===== src/rtl/prize_pkg.sv =====
// +------------------------------------------------------------------+
// | prize_pkg: prize map constants and collision FSM state encoding   |
// | Rev 1.0                                                           |
// +------------------------------------------------------------------+
`default_nettype none

package prize_pkg;

   localparam logic [2:0] FREE        = 3'd0;
   localparam logic [2:0] REGU        = 3'd1;
   localparam int         TILE_SHIFT  = 6;
   localparam int         TILE_IDX_W  = 4;
   localparam int         NUM_OF_ROWS = 7;
   localparam int         NUM_OF_COLS = 10;

   typedef enum logic [1:0] {
      ARMED    = 2'd0,
      PULSE    = 2'd1,
      COOLDOWN = 2'd2
   } collision_state_t;

endpackage

`default_nettype wire


===== src/rtl/prize_collision_manager_frame_holdoff_counter.sv =====
// +------------------------------------------------------------------+
// | frame_holdoff_counter: frame-granular down counter with zero flag |
// | Rev 1.0                                                           |
// +------------------------------------------------------------------+
`default_nettype none

module frame_holdoff_counter #(
   parameter int WIDTH = 4
) (
   input  logic             clk,
   input  logic             resetN,
   input  logic             load,
   input  logic [WIDTH-1:0] load_value,
   input  logic             dec,
   output logic             zero,
   output logic             expire
);

   logic [WIDTH-1:0] r_count;

   always_ff @(posedge clk or negedge resetN) begin
      if (!resetN) begin
         r_count <= '0;
      end else if (load) begin
         r_count <= load_value;
      end else if (dec && (r_count != '0)) begin
         r_count <= r_count - WIDTH'(1);
      end
   end

   assign zero   = (r_count == '0);
   // High on the decrement that lands on zero, so the owner can leave in the same edge.
   assign expire = dec && !load && (r_count == WIDTH'(1));

endmodule

`default_nettype wire


===== src/rtl/prize_collision_manager.sv =====
// +------------------------------------------------------------------+
// | prize_collision_manager: qualifies Bumpy/prize overlaps, emits one |
// | frame-aligned pulse per hit, tracks hit tile and collected count   |
// | Rev 1.0                                                            |
// +------------------------------------------------------------------+
`default_nettype none

module prize_collision_manager
   import prize_pkg::*;
#(
   parameter int TOTAL_PRIZES   = 9,
   parameter int HOLDOFF_FRAMES = 2,
   parameter int CNT_W          = 8
) (
   input  logic             clk,
   input  logic             resetN,
   input  logic             startOfFrame,
   input  logic [10:0]      pixelX,
   input  logic [10:0]      pixelY,
   input  logic             bumpy_draw_request,
   input  logic             prize_draw_request,
   input  logic [2:0]       prize_type,
   output logic             prize_collision,
   output logic [3:0]       collision_tile_col,
   output logic [3:0]       collision_tile_row,
   output logic [CNT_W-1:0] prizes_collected,
   output logic             all_collected
);

   localparam logic [CNT_W-1:0] TOTAL_CNT = CNT_W'(TOTAL_PRIZES);
   localparam logic [3:0]       HOLD_LOAD = 4'(HOLDOFF_FRAMES);

   collision_state_t r_state, w_next;
   logic             w_overlap, w_latch, w_load;
   logic             w_hold_zero, w_hold_expire;
   logic             r_hit_pend, r_pulse, r_all;
   logic [3:0]       r_col, r_row;
   logic [CNT_W-1:0] r_count;
   logic             unused_pixel_bits;

   assign w_overlap = bumpy_draw_request & prize_draw_request & (prize_type != FREE);
   assign unused_pixel_bits = ^{pixelX[10], pixelX[5:0], pixelY[10], pixelY[5:0]};

   frame_holdoff_counter #(.WIDTH(4)) u_holdoff (
      .clk        (clk),
      .resetN     (resetN),
      .load       (w_load),
      .load_value (HOLD_LOAD),
      .dec        (startOfFrame && (r_state == COOLDOWN)),
      .zero       (w_hold_zero),
      .expire     (w_hold_expire)
   );

   always_ff @(posedge clk or negedge resetN) begin
      if (!resetN) r_state <= ARMED;
      else         r_state <= w_next;
   end

   always_comb begin
      w_next  = r_state;
      w_latch = 1'b0;
      w_load  = 1'b0;
      case (r_state)
         // The strobe closes the previous frame before any overlap is considered.
         ARMED: begin
            if (startOfFrame && r_hit_pend)    w_next  = PULSE;
            else if (w_overlap && !r_hit_pend) w_latch = 1'b1;
         end
         PULSE: begin
            w_next = COOLDOWN;
            w_load = 1'b1;
         end
         COOLDOWN: begin
            if (w_hold_expire || w_hold_zero) w_next = ARMED;
         end
         default: w_next = ARMED;
      endcase
   end

   always_ff @(posedge clk or negedge resetN) begin
      if (!resetN) begin
         r_hit_pend <= 1'b0;
         r_pulse    <= 1'b0;
         r_col      <= '0;
         r_row      <= '0;
         r_count    <= '0;
         r_all      <= 1'b0;
      end else begin
         r_pulse <= (w_next == PULSE);
         if (w_latch) begin
            r_hit_pend <= 1'b1;
            r_col      <= pixelX[TILE_SHIFT +: TILE_IDX_W];
            r_row      <= pixelY[TILE_SHIFT +: TILE_IDX_W];
         end else if (r_state == PULSE) begin
            r_hit_pend <= 1'b0;
         end
         if ((r_state == PULSE) && (r_count != '1)) r_count <= r_count + CNT_W'(1);
         r_all <= r_all | (r_count >= TOTAL_CNT);
      end
   end

   assign prize_collision    = r_pulse;
   assign collision_tile_col = r_col;
   assign collision_tile_row = r_row;
   assign prizes_collected   = r_count;
   assign all_collected      = r_all;

endmodule

`default_nettype wire


===== config.mk =====
export PLATFORM = sky130hd
export DESIGN_NAME = prize_collision_manager
export DESIGN_NICKNAME = d
export VERILOG_FILES = /design/src/rtl/prize_pkg.sv /design/src/rtl/prize_collision_manager_frame_holdoff_counter.sv /design/src/rtl/prize_collision_manager.sv
export SDC_FILE = /design/constraint.sdc
export NUM_CORES = 1
export LEC_CHECK = 0
export BUFFER_PORTS_ARGS = -buffer_cell sky130_fd_sc_hd__buf_2
export CORE_MARGIN = 5
export CORE_UTILIZATION = 43
export CTS_CLUSTER_SIZE = 8
export DETAILED_ROUTE_END_ITERATION = 7
export PLACE_DENSITY = 0.81
export SLEW_MARGIN = 20
export SYNTH_ARGS = -nofsm -noshare
export SYNTH_HDL_FRONTEND = slang
export SYNTH_HIERARCHICAL = 1
export SYNTH_SLANG_ARGS = --single-unit
export TNS_END_PERCENT = 5

===== constraint.sdc =====
create_clock -name clk -period 4.5 [get_ports clk]
set_input_delay 0.675 -clock clk [delete_from_list [all_inputs] [get_ports clk]]
set_output_delay 0.675 -clock clk [all_outputs]
set_load 0.05 [all_outputs]

; ---- Word-level counts from Yosys, hierarchy flattened
; Index checks and enable logic that the tools add are counted.
[word_totals]
regBits = 25
latch_bits = 0
ramBits = 0
romBits = 0
input_bits = 30
out_inout_bits = 18
word_cells = 46
memories = 0
[classes]
n_addsub = 2
mul = 0
div = 0
n_lt_le_gt_ge = 1
n_eq_ne = 5
shift = 0
n_mux = 11
bitwise = 3
n_reduce_logical = 16
[op_table]
columns = cell, count
row1 = 8-bit by 1-bit adder with 8-bit output (second input constant), 1
row2 = 8-bit by 4-bit >= comparator with 1-bit output (second input constant), 1
row3 = 4-bit 2-to-1 mux, 2
row4 = 8-bit inequality test (second input constant), 1
row5 = 1-bit logical AND, 7
row6 = 1-bit 2-to-1 mux, 6
row7 = 2-bit one-hot mux with 3 select lines, 1
row8 = 2-bit by 1-bit equality test with 1-bit output (second input constant), 2
row9 = 4-bit by 1-bit equality test with 1-bit output (second input constant), 1
row10 = 4-bit logical NOT, 1
row11 = 2-bit 2-to-1 mux, 2
row12 = 2-bit nonzero test, 2
row13 = 4-bit nonzero test, 1
row14 = 4-bit by 1-bit subtractor with 4-bit output (second input constant), 1
row15 = 3-bit nonzero test, 1
row16 = 1-bit AND, 2
row17 = 2-bit equality test (second input constant), 1
row18 = 1-bit logical NOT, 2
row19 = 2-bit logical NOT, 1
row20 = 1-bit logical OR, 1
row21 = 1-bit OR, 1

; ---- Depth between registers and ports, before layout
; Gate-level depths: netlist of run 1.
[depth]
ltp_word = 9
ltp_mapped = 8
ltp_nobuf = 7

; ---- Modules after synthesis
; Netlist of run 1, hierarchy kept.
[modules_own_cells]
columns = module, instances, cells_per_inst, area_per_inst_um2, seq_area_each_um2
row1 = prize_collision_manager, 1, 78, 984.7, 525.5
row2 = frame_holdoff_counter, 1, 32, 271.5, 100.1

; ---- Least setup slack after synthesis of run 1
; Ideal clock, no wire load.
[synth_path]
kind = flip-flop to flip-flop
from = register r_count[0] (netlist: prizes_collected[0])
to = register r_count[6] (netlist: prizes_collected[6])
setup_time_ns = 0.125
arrival_time_ns = 1.769
required_time_ns = 4.375
slack_ns = 2.607
path_stages_with_launch = 6
n_path_buf = 0
period_less_slack_ns = 1.893
path_cell_list = dfrtp_1 > ha_1 > nand3_1 > nor2_1 > and3_1 > mux2_2
[synth_via]
elab_chain_cells = 2
elab_cells_between_ends = 3
classes_between = add/sub: 1 / eq/ne: 1 / reduce/logical: 1
[synth_lines]
columns = element, line_no
row1 = start: declaration, prize_collision_manager.sv:38  ; logic [CNT_W-1:0] r_count;
row2 = start signal: assignment, prize_collision_manager.sv:97  ; if ((r_state == PULSE) && (r_count != '1)) r_count <= r_count + CNT_W'(1);
row3 = "parallel branches: the longest is 2 deep, another holds 8-bit by 1-bit adder with 8-bit output", --
; Parallel ways; which one is timed is not known.
; A chain may end at the register's enable or synchronous reset.

; ---- Worst setup path in the final report of run 1
[layout_path]
from = register r_state[1]
to = register r_state[1]
[layout_via]
elab_chain_cells = 8
elab_cells_between_ends = 12
classes_between = eq/ne: 2 / mux: 4 / reduce/logical: 6
[layout_lines]
columns = element, line_no
row1 = start: declaration, prize_collision_manager.sv:33  ; collision_state_t r_state, w_next;
row2 = start signal: assignment, prize_collision_manager.sv:56  ; else r_state <= w_next;
row3 = 2-bit by 1-bit equality test with 1-bit output, prize_collision_manager.sv:63  ; case (r_state)
row4 = 1-bit 2-to-1 mux, prize_collision_manager.sv:63
row5 = via w_load, prize_collision_manager.sv:34  ; logic w_overlap, w_latch, w_load;
row6 = 1-bit logical NOT, prize_collision_manager_frame_holdoff_counter.sv:33  ; assign expire = dec && !load && (r_count == WIDTH'(1));
row7 = 1-bit logical AND (2 in series), prize_collision_manager_frame_holdoff_counter.sv:33
row8 = via w_hold_expire, prize_collision_manager.sv:35  ; logic w_hold_zero, w_hold_expire;
row9 = 1-bit logical OR, prize_collision_manager.sv:74  ; if (w_hold_expire || w_hold_zero) w_next = ARMED;
row10 = 2-bit 2-to-1 mux, prize_collision_manager.sv:74
row11 = 2-bit one-hot mux with 3 select lines, prize_collision_manager.sv:63
row12 = via w_next[1], prize_collision_manager.sv:33
; The timed path passes the listed nets, and every way through them passes these cells.

==> results of run 1 <==
==> cell type report <==
| class | count | area (um2) |
|---|---|---|
| multi-input combinational | 79 | 608 |
| fill | 264 | 1290 |
| sequential | 25 | 626 |
| timing repair buffer | 33 | 165 |
| inverter | 7 | 26.3 |
| clock buffer | 4 | 26.3 |
| tap | 31 | 38.8 |
==> report_power, final <==
part           switching (mW)  internal (mW)  leakage (nW)
Clock                  0.0656         0.0347        0.0150
Combinational           0.349          0.167         0.394
Sequential             0.0883          0.314         0.309
==> worst paths after layout <==
path                                                         from                                end  slack, ns  cells past startpoint
worst min-delay path                                       resetN   u_holdoff/r_count[3]$_DFFE_PN0P_       0.32                      1
max in group asynchronous                                  resetN    prizes_collected[4]$_DFFE_PN0P_       3.81                      1
worst min register to register  collision_tile_row[1]$_DFFE_PN0P_  collision_tile_row[1]$_DFFE_PN0P_       0.52                      1
min in group clk                collision_tile_row[1]$_DFFE_PN0P_  collision_tile_row[1]$_DFFE_PN0P_       0.52                      1
worst max-delay path                         r_state[1]$_DFF_PN0_               r_state[1]$_DFF_PN0_       2.65                      7
worst max register to register               r_state[1]$_DFF_PN0_               r_state[1]$_DFF_PN0_       2.65                      7
==> registers in the layout (all words and copies together), names as in the netlist <==
signal and count:
collision_tile_col 4, all_collected 1, prize_collision 1, r_hit_pend 1, u_holdoff/r_count 4, prizes_collected 8
collision_tile_row 4, r_state 2
==> cell usage after synthesis (all sizes together), types with 2 or more instances <==
cell type / count / share of area
a21oi: 4 / 0.016
conb: 2 / 0.0060
dfrtp: 25 / 0.50
ha: 5 / 0.050
inv: 7 / 0.021
mux2: 11 / 0.099
nand2: 10 / 0.030
nand2b: 3 / 0.017
nand3: 3 / 0.012
nand4: 2 / 0.015
nor2: 5 / 0.015
nor3: 5 / 0.024
nor3b: 2 / 0.012
o211ai: 2 / 0.012
o21a: 2 / 0.012
o21ai: 5 / 0.020
or4b: 2 / 0.016
==> metrics by stage <==
| step | util | cell area (um2) |
|---|---|---|
| 6_report | 0.536 | 1490 |
| 5_1_grt | 0.536 | 1490 |
| 4_1_cts | 0.536 | 1490 |
| 3_5_place_dp | 0.526 | 1460 |
| 3_3_place_gp | 0.526 | 1460 |
| 2_1_floorplan | - | 1260 |
==> worst max-delay path: stages (launching register included) <==
cell      delay (ns)
dfrtp_1         0.47
nand2b_2        0.24
inv_2           0.20
nor2_1          0.08
nand2_1         0.07
nor3_1          0.04
or4b_2          0.62
nand2_1         0.08
==> layer usage <==
layer / up-vias / wire length (um) / global-route usage
met5: - / 0 / 0
met4: 0 / 44 / 0.0545
met3: 6 / 129 / 0.0368
met2: 27 / 1320 / 0.239
met1: 462 / 974 / 0.141
li1: 461 / - / -
==> cell families (layout without fill, tap and decap cells) <==
kind of cell,Yosys count,after routing,synth area share
AND/OR/NAND/NOR,41,41,0.213
other,2,4,0.00598
multiplexers,11,11,0.0986
XOR/XNOR,2,2,0.0139
AO/OA/AOI/OAI,16,16,0.0966
buffers and inverters,8,44,0.0239
flip-flops,25,25,0.498
adder cells (fa/ha/maj),5,5,0.0498
==> results summary, run 1 <==
The post-DP HPWL came out at 1900 um. The minimum clock period after layout came out at 1.85 ns. The number of maximum-capacitance violations came out at 0. The total design power is 1.02 mW. The total I/O pin count is 48.

The register clock-pin slew on the reported worst setup and hold paths came out at 0.13 ns. The source-to-sink clock delay at the later pin of the worst-skew pair came out at 0.32 ns. Hold timing on the final database bottoms out at a slack of 0.321 ns. Derived from the worst setup path, the maximum achievable clock frequency is 540 MHz. The arrival time at the worst endpoint is 2.12 ns. The cell sitting at the root of the clock tree is a clkbuf_4. The worst setup path is captured at a register.

The pin count of the biggest net entering global routing is 26. The clock tree from TritonCTS is done. The run finished with clean final reports. The global-route wire length before repair came out at 4350 um.

The synthesized area per cell came out at 11.4 um2. The CTS H-tree depth came out at 1. The share of the clock period used by the worst path is 0.411. The non-filler instance count after layout is 179.

The maximum fanout along the worst path came out at 14. Data on the critical path is required at its endpoint by 4.77 ns. The cell area after synthesis came out at 1260 um2. The number of global-route vias before repair came to 1020. In this run the power density over the cells is 684 nW/um2. The worst-margin pin slew is 0.636 ns. Setup violations remaining at the end of the flow were counted as 0. The clock passes through at most 2 buffers.

The remaining routing DRC violations came out at 0. The cell leakage power came out at 0.717 nW. The setup path with the least slack is of type reg2reg.

The initial DRC count is 17. The maximum resistive drop on vdd came out at 0.466 mV. The final hold violation count was 0.

After clock tree synthesis, the setup repair step added 0 buffers. The synthesized netlist contains 37 unique library cells. The clock sink count came out at 25. The TritonCTS buffer count is 3. The number of hold-repair buffers added at the cts stage is 0. In the layout the commonest cells are buf_2 (33), dfrtp_1 (25), mux2_2 (11), nand2_1 (10), inv_1 (6). The die covers 4100 um2. The count of state elements after synthesis came out at 25. The most instantiated flip-flop cell in the synthesis netlist is dfrtp_1. Including well taps, the total number of placed cells is 175. The number of gates resized after cts came out at 0. For this run, the register share of the synthesized area comes to 0.498. Setup repair after global routing left no endpoint under its margin. In this run the remaining antenna-violating nets after routing total 0.

The final wirelength is 2470 um. The count of final max-slew check failures was 0. The mean number of vias per cell came out at 5.34. The antenna cell count came out at 0. The number of enable flip-flop cells after synthesis came out at 0. The iteration count of the initial detailed-routing pass is 4. The Yosys step of the flow raised 6 warnings.

The final worst-path setup slack came out at 2.65 ns. The relative slew slack is 0.575. The sum of negative setup slack is 0 ns. In the final layout, the share of cells above drive strength 1 is 0.372. The floorplan step defined a core boundary enclosing 2780 um2. The final weighted congestion of routability-driven global placement came out at 0.806. The height of the die is 64.1 um. The cell count after synthesis is 110. For this block, the via count after detailed routing is 956.

The path class of the lowest-slack min-delay path is in2async. The relative area change from synthesis to final layout came out at 18.6%. The number of antenna violations at the first check in global routing is 0. The starting density of the core is 0.452. The post-detailed-route wirelength per cell came out at 13.8 um. Of all flip-flops after synthesis, the portion carrying an async set or reset was 1.00. The worst setup path is launched from a register. The width of the chip is 64.1 um. The placement-stage worst setup slack is 2.53 ns.

After the last flow step, the layout net total stands at 184. The worst clock skew on the final layout is 0.00275 ns. Port buffering added 33 buffers. For this run the aggregate overflow at the end of global routing stands at 0. Leaving out fill and tap cells, the most frequent cell in the layout is buf_2.

The global-route usage over all layers came out at 0.131. Row generation in the floorplan step produced 19 rows.
Power figures use the tool's default switching activity.
==> inputs of run 2 (changes only) <==
--- a/config.mk
+++ b/config.mk
@@ -5,12 +5,13 @@
 export SDC_FILE = /design/constraint.sdc
 export NUM_CORES = 1
 export LEC_CHECK = 0
+export ABC_AREA = 1
 export BUFFER_PORTS_ARGS = -buffer_cell sky130_fd_sc_hd__buf_2
 export CORE_MARGIN = 5
 export CORE_UTILIZATION = 43
 export CTS_CLUSTER_SIZE = 8
 export DETAILED_ROUTE_END_ITERATION = 7
-export PLACE_DENSITY = 0.81
+export PLACE_DENSITY = 0.82
 export SLEW_MARGIN = 20
 export SYNTH_ARGS = -nofsm -noshare
 export SYNTH_HDL_FRONTEND = slang
==> constraint.sdc (replaced) <==
create_clock -name clk -period 1.5 [get_ports clk]
set_input_delay 0.225 -clock clk [delete_from_list [all_inputs] [get_ports clk]]
set_output_delay 0.225 -clock clk [all_outputs]
set_load 0.05 [all_outputs]
==> run 2 against run 1 <==
  * Final area up 9.1%
  * Core utilization up 0.10 points
  * Critical path type is now reg2out
  * Worst hold slack worse by 0.19 ns
  * Clock power rose to 3.0 times the previous value
  * Cell count up 45%
  * First-iteration DRC count up 130%
  * Count of clock-buffer cells in the layout down 1
  * Non-clock buffer count up 2
==> results summary, run 2 <==
The run finished with clean final reports. The worst-margin pin slew is 0.539 ns (-0.0968 ns). The fraction of synthesized cell area taken by the top area cell type is 0.463 (-0.0346). The non-filler instance count after layout is 259 (+45%). The starting density of the core is 0.446 (-0.00577). The share of post-route cells with drive strength above 1 is 0.265 (-0.107). The antenna cell count came out at 0 (unchanged). The CTS H-tree depth came out at 1 (unchanged). The cell sitting at the root of the clock tree is a clkbuf_4. The iteration count of the initial detailed-routing pass is 4 (unchanged). The fraction of power consumed by combinational cells came out at 0.534 (+0.028). The kind of cell adding the most delay to the critical path is flip-flops. The buffers inserted during post-CTS setup optimization is 0 (unchanged). The count of final max-slew check failures came out at 0 (unchanged). STA classifies the critical path endpoint as an output port.

The sequential fraction of design power came out at 0.370 (-0.025). The startpoint-to-endpoint class of the critical path is reg2out. The cell total after placement came out at 254 (+45%). The final hold violation count came out at 0 (unchanged).

The number of enable flip-flop cells after synthesis came to 0 (unchanged). The relative slew slack is 0.640 (+0.0654). The global-route wire length before repair is 4440 um (+2.2%). The height of the die came to 66.0 um (+3.1%). The TritonCTS buffer count came to 3 (unchanged).

The maximum clock rate is 743 MHz. The post-route worst hold slack is 0.126 ns (-0.195 ns). The arrival time at the worst endpoint came to 1.12 ns (-1.00 ns). The initial DRC count came to 39 (+22).

The total I/O pin count came out at 48 (unchanged). The count of input and output buffers came out at 33 (unchanged). The remaining routing DRC violations is 0 (unchanged). The signal on the critical path passes through buf_2. The number of maximum-capacitance violations was 0 (unchanged).

The clock share of power is 0.097 (about the same). The final setup violation count is 0 (unchanged). The delay contributed by the slowest stage of the critical path came out at 0.49 ns (-0.13 ns).

The final worst-path setup slack came out at 0.154 ns (-2.50 ns). The power density of the placed cells is 1880 nW/um2 (+180%). After synthesis, the cell types taking the most area are dfrtp_1 (46%), nand2_1 (18%), nand3_1 (5.9%).

The post-detailed-route wirelength per cell is 9.80 um (-29%). The synthesized area per cell is 7.76 um2 (-32%). The register clock-pin slew on the reported worst setup and hold paths is 0.13 ns (about the same). The number of nets with antenna violations after routing came out at 0 (unchanged).

The count of state elements after synthesis is 25 (unchanged). The final wirelength was 2540 um (+3.0%). The sum of negative setup slack came to 0 ns (unchanged).

The number of gates resized after cts came to 0 (unchanged). The Yosys warning count is 6 (unchanged). The number of global-route vias before repair is 1058 (+3.7%). The total design power is 3.06 mW (+200%). The most used standard cell by instance count after synthesis is nand2_1. The number of standard-cell rows in the floorplan is 20 (+1). The placeable core region is 3030 um2 (+8.9%). The async set-or-reset flop fraction in the synthesized netlist is 1.00 (unchanged).

The leftover overflow at the end of global routing came out at 0 (unchanged). The global routing met2 resource utilization is 0.213 (-0.0259). The worst clock skew on the final layout came out at 0.00691 ns (+0.00416 ns). Counting instances in the post-synthesis netlist gives the leading cell types as nand2_1 (65), dfrtp_1 (25), inv_1 (16), nand3_1 (16), nor2_1 (10).

The register area share after synthesis came out at 0.463 (-0.0346). The cell count after synthesis was 174 (+58%). The pin count of the biggest net entering global routing came out at 26 (unchanged). The internal power component is 1.48 mW (+190%). The cell leakage power is 0.889 nW (+24%). The maximum fanout along the worst path is 6 (-8). The worst setup path is launched from a register. The number of nets in the layout came out at 251 (+36%). The switching share of power was 0.516 (+0.0226). The global routing met1 resource utilization is 0.164 (+0.0227). The total buffers and inverters traversed by the critical path is 1 (unchanged). The met3 track utilization from global routing was 0.0459 (+0.00914).

The worst hold path belongs to the class in2reg. The total number of vias is 1202 (+26%). The source-to-sink clock delay at the later pin of the worst-skew pair came out at 0.32 ns (about the same). TritonCTS built the clock tree. The deepest clock path buffer count is 2 (unchanged). dfrtp_1 takes more of the synthesized area than any other cell. The maximum resistive drop on vdd came out at 1.16 mV (+150%). The share of the clock period used by the worst path came out at 0.897. The required time of the critical path came to 1.27 ns (-3.50 ns). The power dissipated by switching net loads came out at 1.58 mW (+210%).

Leaving out fill and tap cells, the most frequent cells in the layout are nand2_1 (65), buf_2 (33), dfrtp_1 (23), inv_1 (16), nand3_1 (16). The clock sink count came to 25 (unchanged). The minimum clock period after layout is 1.35 ns.

The mean number of vias per cell came out at 4.64 (-13%). The width of the chip is 66.0 um (+3.1%). The placement-stage worst setup slack came out at 0.196 ns (-2.34 ns). The most common cell after layout, fill and taps aside is nand2_1. The final weighted congestion of routability-driven global placement is 0.812 (+0.76%). The cell area after synthesis is 1350 um2 (+7.5%). met2 is the most crowded layer. For this run, the leading register cell type out of synthesis is dfrtp_1. The post-DP HPWL came out at 1980 um (+4.1%). The global-route usage over all layers came out at 0.131 (-0.000365). The relative area change from synthesis to final layout came out at 20.4%.

The area enclosed by the die boundary is 4360 um2 (+6.3%). The number of antenna violations at the first check in global routing is 0 (unchanged). The slowest library cell on the worst path is dfrtp_1. The post-synthesis cell type count is 22 (-41%). The number of flip-flops under the largest register name is 8 (unchanged).

Setup repair after global routing left no endpoint under its margin.
-- run 2: cell count changes in the layout (fill, tap and decap cells not counted), moves of 4 or more --
cell,previous run,this run
nand2_1,10,65
nand3_1,3,16
mux2_2,11,0
inv_1,6,16
nor2_1,5,10
a21oi_1,4,0
nand2_2,0,4
-- run 2: worst paths after layout --
check	from	to	slack, ns	cells after the start
worst max register to register	prizes_collected[0]$_DFFE_PN0P_	prizes_collected[7]$_DFFE_PN0P_	0.18	8
worst max-delay path	prizes_collected[4]$_DFFE_PN0P_	prizes_collected[4]	0.15	1
worst min-delay path	pixelY[9]	collision_tile_row[3]$_DFFE_PN0P_	0.13	3
min in group asynchronous	resetN	prizes_collected[2]$_DFFE_PN0P_	0.42	2
max in group asynchronous	resetN	prizes_collected[0]$_DFFE_PN0P_	0.70	2
worst min register to register	collision_tile_row[2]$_DFFE_PN0P_	collision_tile_row[2]$_DFFE_PN0P_	0.48	2
-- run 2: per-layer routing --
metal	wire [um]	share of wire	up-vias
li1	-	-	622
met5	0	0	-
met2	1170	0.46	31
met3	164	0.065	4
met1	1180	0.46	545
met4	22	0.0087	0
-- run 2: what timing repair did --
action | CTS | global route
endpoints found under the hold margin | 25 | 0
hold buffers | 1 | 0
setup endpoints to repair | 0 | 0
-- run 2: kinds of logic (layout without fill, tap and decap cells) --
group,Yosys count,after routing,synth area share
and+or+nand+nor,110,110,0.373
DFF,25,25,0.463
buffers and inverters,21,60,0.0602
AOI/OAI and AO/OA,8,8,0.0315
adders and majority gates,5,5,0.0463
xor gates and xnor gates,3,3,0.0195
other,2,4,0.00556
-- run 2: power by group through the flow --
stage,Combinational (mW),Clock (mW),Sequential [mW]
6_report,1.63,0.296,1.13
5_1_grt,1.81,0.348,1.16
4_1_cts,1.65,0.320,1.13
3_5_place_dp,1.65,0,1.14
3_3_place_gp,1.61,0,1.14
2_1_floorplan,0.715,0,1.69
-- run 2: through the flow --
step	util	instance area, um2
finish	0.537	1630
global route	0.537	1630
CTS	0.537	1630
detailed placement	0.524	1590
global placement	0.524	1590
floorplan	-	1360
-- run 2: layout make-up --
cell class | instances | area, um2
fill | 307 | 1400
multi-input combinational | 130 | 651
sequential | 25 | 628
timing repair buffer | 35 | 183
inverter | 21 | 81.3
tap | 44 | 55.1
clock buffer | 3 | 22.5
clock inverter | 1 | 5.00
-- run 2: worst register-to-register path: stages, from the launching register on --
cell	delay, ns
dfrtp_2	0.45
ha_1	0.22
nand3_2	0.13
inv_1	0.09
nand2_2	0.06
nand2_4	0.11
inv_4	0.06
nand2_1	0.06
nand2_1	0.05
==> inputs of run 3 (changes only) <==
--- a/config.mk
+++ b/config.mk
@@ -7,10 +7,12 @@
 export LEC_CHECK = 0
 export ABC_AREA = 1
 export BUFFER_PORTS_ARGS = -buffer_cell sky130_fd_sc_hd__buf_2
+export CORE_ASPECT_RATIO = 0.5
 export CORE_MARGIN = 5
 export CORE_UTILIZATION = 43
 export CTS_CLUSTER_SIZE = 8
 export DETAILED_ROUTE_END_ITERATION = 7
+export GPL_TIMING_DRIVEN = 0
 export PLACE_DENSITY = 0.82
 export SLEW_MARGIN = 20
 export SYNTH_ARGS = -nofsm -noshare
==> run 3 against run 2 <==
  * Worst hold slack improved by 0.053 ns
  * Combinational power about the same
  * Routed wire length increased by 6.8%
  * Sequential power about the same
  * Core utilization increased by 0.48 points
  * Via count decreased by 0.67%
  * Critical path type is now reg2reg
  * Largest cell class unchanged
  * Largest power group unchanged
  * Highest routed layer unchanged
==> results summary, run 3 (synthesized netlist as in run 2, its figures left out) <==
The run finished with clean final reports. The number of global-route vias before repair is 1095 (+3.5%). In this run the critical register-to-register path is launched from prizes_collected[0]$_DFFE_PN0P_.

The internal power component came to 1.56 mW (+5.4%). The number of gates resized after cts was 0 (unchanged). The count of input and output buffers was 33 (unchanged). The cell leakage power is 0.891 nW (+0.27%).

The source-to-sink clock delay at the later pin of the worst-skew pair is 0.27 ns (-0.05 ns). The post-layout utilization of the core came out at 0.542 (+0.00475). The arrival time at the worst endpoint came out at 1.48 ns (+0.36 ns). The maximum clock rate is 764 MHz (+2.8%). The global-route usage over all layers was 0.127 (-0.00409). The antenna cell count is 0 (unchanged). The clock sink count is 25 (unchanged).

The share of post-route cells with drive strength above 1 was 0.262 (-0.00343). The worst setup slack for register-to-register paths is 0.19 ns (about the same). The start point of the worst min-delay path is pixelX[9]. The clock share of power is 0.124 (+0.027). The fraction of power consumed by combinational cells came to 0.520 (-0.014). The deepest clock path buffer count came out at 2 (unchanged). The number of flip-flops under the largest register name was 8 (unchanged). The leftover overflow at the end of global routing came out at 0 (unchanged).

The minimum clock period after layout came to 1.31 ns (-0.0369 ns). The worst register-to-register path ends at prizes_collected[5]$_DFFE_PN0P_. The logic depth of the worst register-to-register path came to 8 (unchanged). The final weighted congestion of routability-driven global placement is 0.809 (-0.38%). The final setup violation count is 0 (unchanged). Setup repair after global routing left no endpoint under its margin. The number of antenna violations at the first check in global routing came out at 0 (unchanged). The initial DRC count is 74 (+90%). The kind of cell adding the most delay to the critical path is flip-flops. The total buffers and inverters traversed by the critical path came out at 2 (+1). The sequential standard cell area is 628 um2 (unchanged). The post-route worst hold slack came out at 0.179 ns (+0.0528 ns). The power dissipated by switching net loads is 1.62 mW (+2.4%). The area enclosed by the die boundary came to 4430 um2 (+1.6%). The number of hold-repair buffers added at the cts stage is 1 (unchanged). In the layout the commonest cells are nand2_1 (65), buf_2 (33), dfrtp_1 (23), inv_1 (16), nand3_1 (16). The final wirelength was 2710 um (+6.8%).

The worst-margin pin slew came out at 0.535 ns (-0.00483 ns). The post-DP HPWL was 2100 um (+5.9%). The register clock-pin slew on the reported worst setup and hold paths is 0.09 ns (-0.04 ns). STA classifies the critical path startpoint as a register. The most common cell after layout, fill and taps aside is nand2_1. The sum of negative setup slack is 0 ns (unchanged). The height of the die came out at 49.6 um (-25%).

The share of the clock period used by the worst path is 0.873 (-0.0246). The CTS H-tree depth came out at 1 (unchanged). The global-route wire length before repair came out at 4620 um (+4.1%). The final hold violation count is 0 (unchanged). The worst clock skew on the final layout is 0.00495 ns (-0.00196 ns). The iteration count of the initial detailed-routing pass came to 4 (unchanged). The starting density of the core came to 0.448 (+0.00222). The power density of the placed cells came out at 1950 nW/um2 (+3.5%). The required time of the critical path is 1.67 ns (+0.40 ns). The combined area of the multi-input logic cells came out at 651 um2 (unchanged).

The CTS root buffer is clkbuf_8. The total I/O pin count came out at 48 (unchanged). The pin count of the biggest net entering global routing is 26 (unchanged).

The delay contributed by the slowest stage of the critical path came out at 0.43 ns (-0.06 ns). The final worst-path setup slack is 0.191 ns (+0.0369 ns). The maximum resistive drop on vdd came out at 0.870 mV (-25%).

The number of maximum-capacitance violations came out at 0 (unchanged). The relative slew slack came out at 0.644 (+0.00322). The placement-stage worst setup slack was 0.198 ns (+0.00200 ns). The number of fill cells came out at 288 (-6.2%). The remaining routing DRC violations was 0 (unchanged). The buffers inserted during post-CTS setup optimization came out at 0 (unchanged). The placeable core region came out at 3010 um2 (-0.50%). In this run the worst hold path is classified as in2reg.

The count of final max-slew check failures came out at 0 (unchanged). The width of the chip came out at 89.2 um (+35%). The slowest stage of the critical path is the dfrtp_2 cell. The mean number of vias per cell came out at 4.70 (+1.3%). The maximum fanout along the worst path is 9 (+3). The relative area change from synthesis to final layout is 20.9%. The number of nets with antenna violations after routing is 0 (unchanged). The worst setup path is captured at a register. The total design power came out at 3.18 mW (+3.9%). The number of nets in the layout is 250 (-0.40%).

The number of standard-cell rows in the floorplan came to 14 (-30%). The clock tree from TritonCTS is done. The switching share of power came out at 0.509 (-0.00721). For hold timing, the worst endpoint is collision_tile_col[3]$_DFFE_PN0P_. The critical path goes through ha_1 -> nand3_2 -> inv_1 -> nand2_2 -> nand2_4 -> inv_4 -> nand2_1 -> nand2_1. The total number of vias is 1194 (-0.67%).

The post-detailed-route wirelength per cell came out at 10.7 um (+8.9%). The setup path with the least slack is of type reg2reg. The number of cells on the worst hold path was 3 (unchanged). The cell repeated most along the worst path is nand2_1. The sequential fraction of design power came out at 0.355 (-0.015).

The TritonCTS buffer count is 3 (unchanged).
==> run 3: layer usage <==
metal  global-route usage  part of all wire
met1                0.150              0.43
met2                0.242              0.54
met3               0.0200             0.028
met4               0.0223            0.0052
met5                    0                 0
==> run 3: area by class of cell <==
type,instances,share of cell area
Timing Repair Buffer,34,0.107
Sequential cell,25,0.385
Inverter,21,0.0498
Clock buffer,3,0.0253
Multi-Input combinational cell,130,0.399
Clock inverter,1,0.00307
Tap cell,40,0.0307
==> run 3: worst max path at each step <==
stage / endpoint / slack, ns / start / cells past startpoint
after global routing: prizes_collected[3]$_DFFE_PN0P_ / 0.07 / prizes_collected[0]$_DFFE_PN0P_ / 8
after CTS: prizes_collected[4]$_DFFE_PN0P_ / 0.18 / prizes_collected[0]$_DFFE_PN0P_ / 8
after floorplan: prizes_collected[3]$_DFFE_PN0P_ / 0.1 / prizes_collected[0]$_DFFE_PN0P_ / 8
final: prizes_collected[5]$_DFFE_PN0P_ / 0.19 / prizes_collected[0]$_DFFE_PN0P_ / 8
after global placement: prizes_collected[3]$_DFFE_PN0P_ / 0.23 / prizes_collected[0]$_DFFE_PN0P_ / 8
after detailed placement: prizes_collected[4]$_DFFE_PN0P_ / 0.20 / prizes_collected[0]$_DFFE_PN0P_ / 8
==> run 3: worst register-to-register path: cells and delay by family (launching register included) <==
| family | cells | cell delay (ns) |
|---|---|---|
| and+or+nand+nor | 5 | 0.40 |
| buffers and inverters | 2 | 0.16 |
| adders and majority gates | 1 | 0.22 |
| DFF | 1 | 0.43 |
==> run 3: metrics by stage <==
step | cells | area [um2]
2_1_floorplan | 176 | 1360
3_3_place_gp | 249 | 1580
3_5_place_dp | 249 | 1580
4_1_cts | 254 | 1630
5_1_grt | 254 | 1630
6_report | 254 | 1630
==> run 3: power by group through the flow <==
stage               sequential, mW  combinational (mW)  clock, mW
floorplan                     1.69               0.715          0
global placement              1.13                1.61          0
detailed placement            1.14                1.66          0
CTS                           1.13                1.67      0.410
global route                  1.17                1.81      0.442
finish                        1.13                1.65      0.395
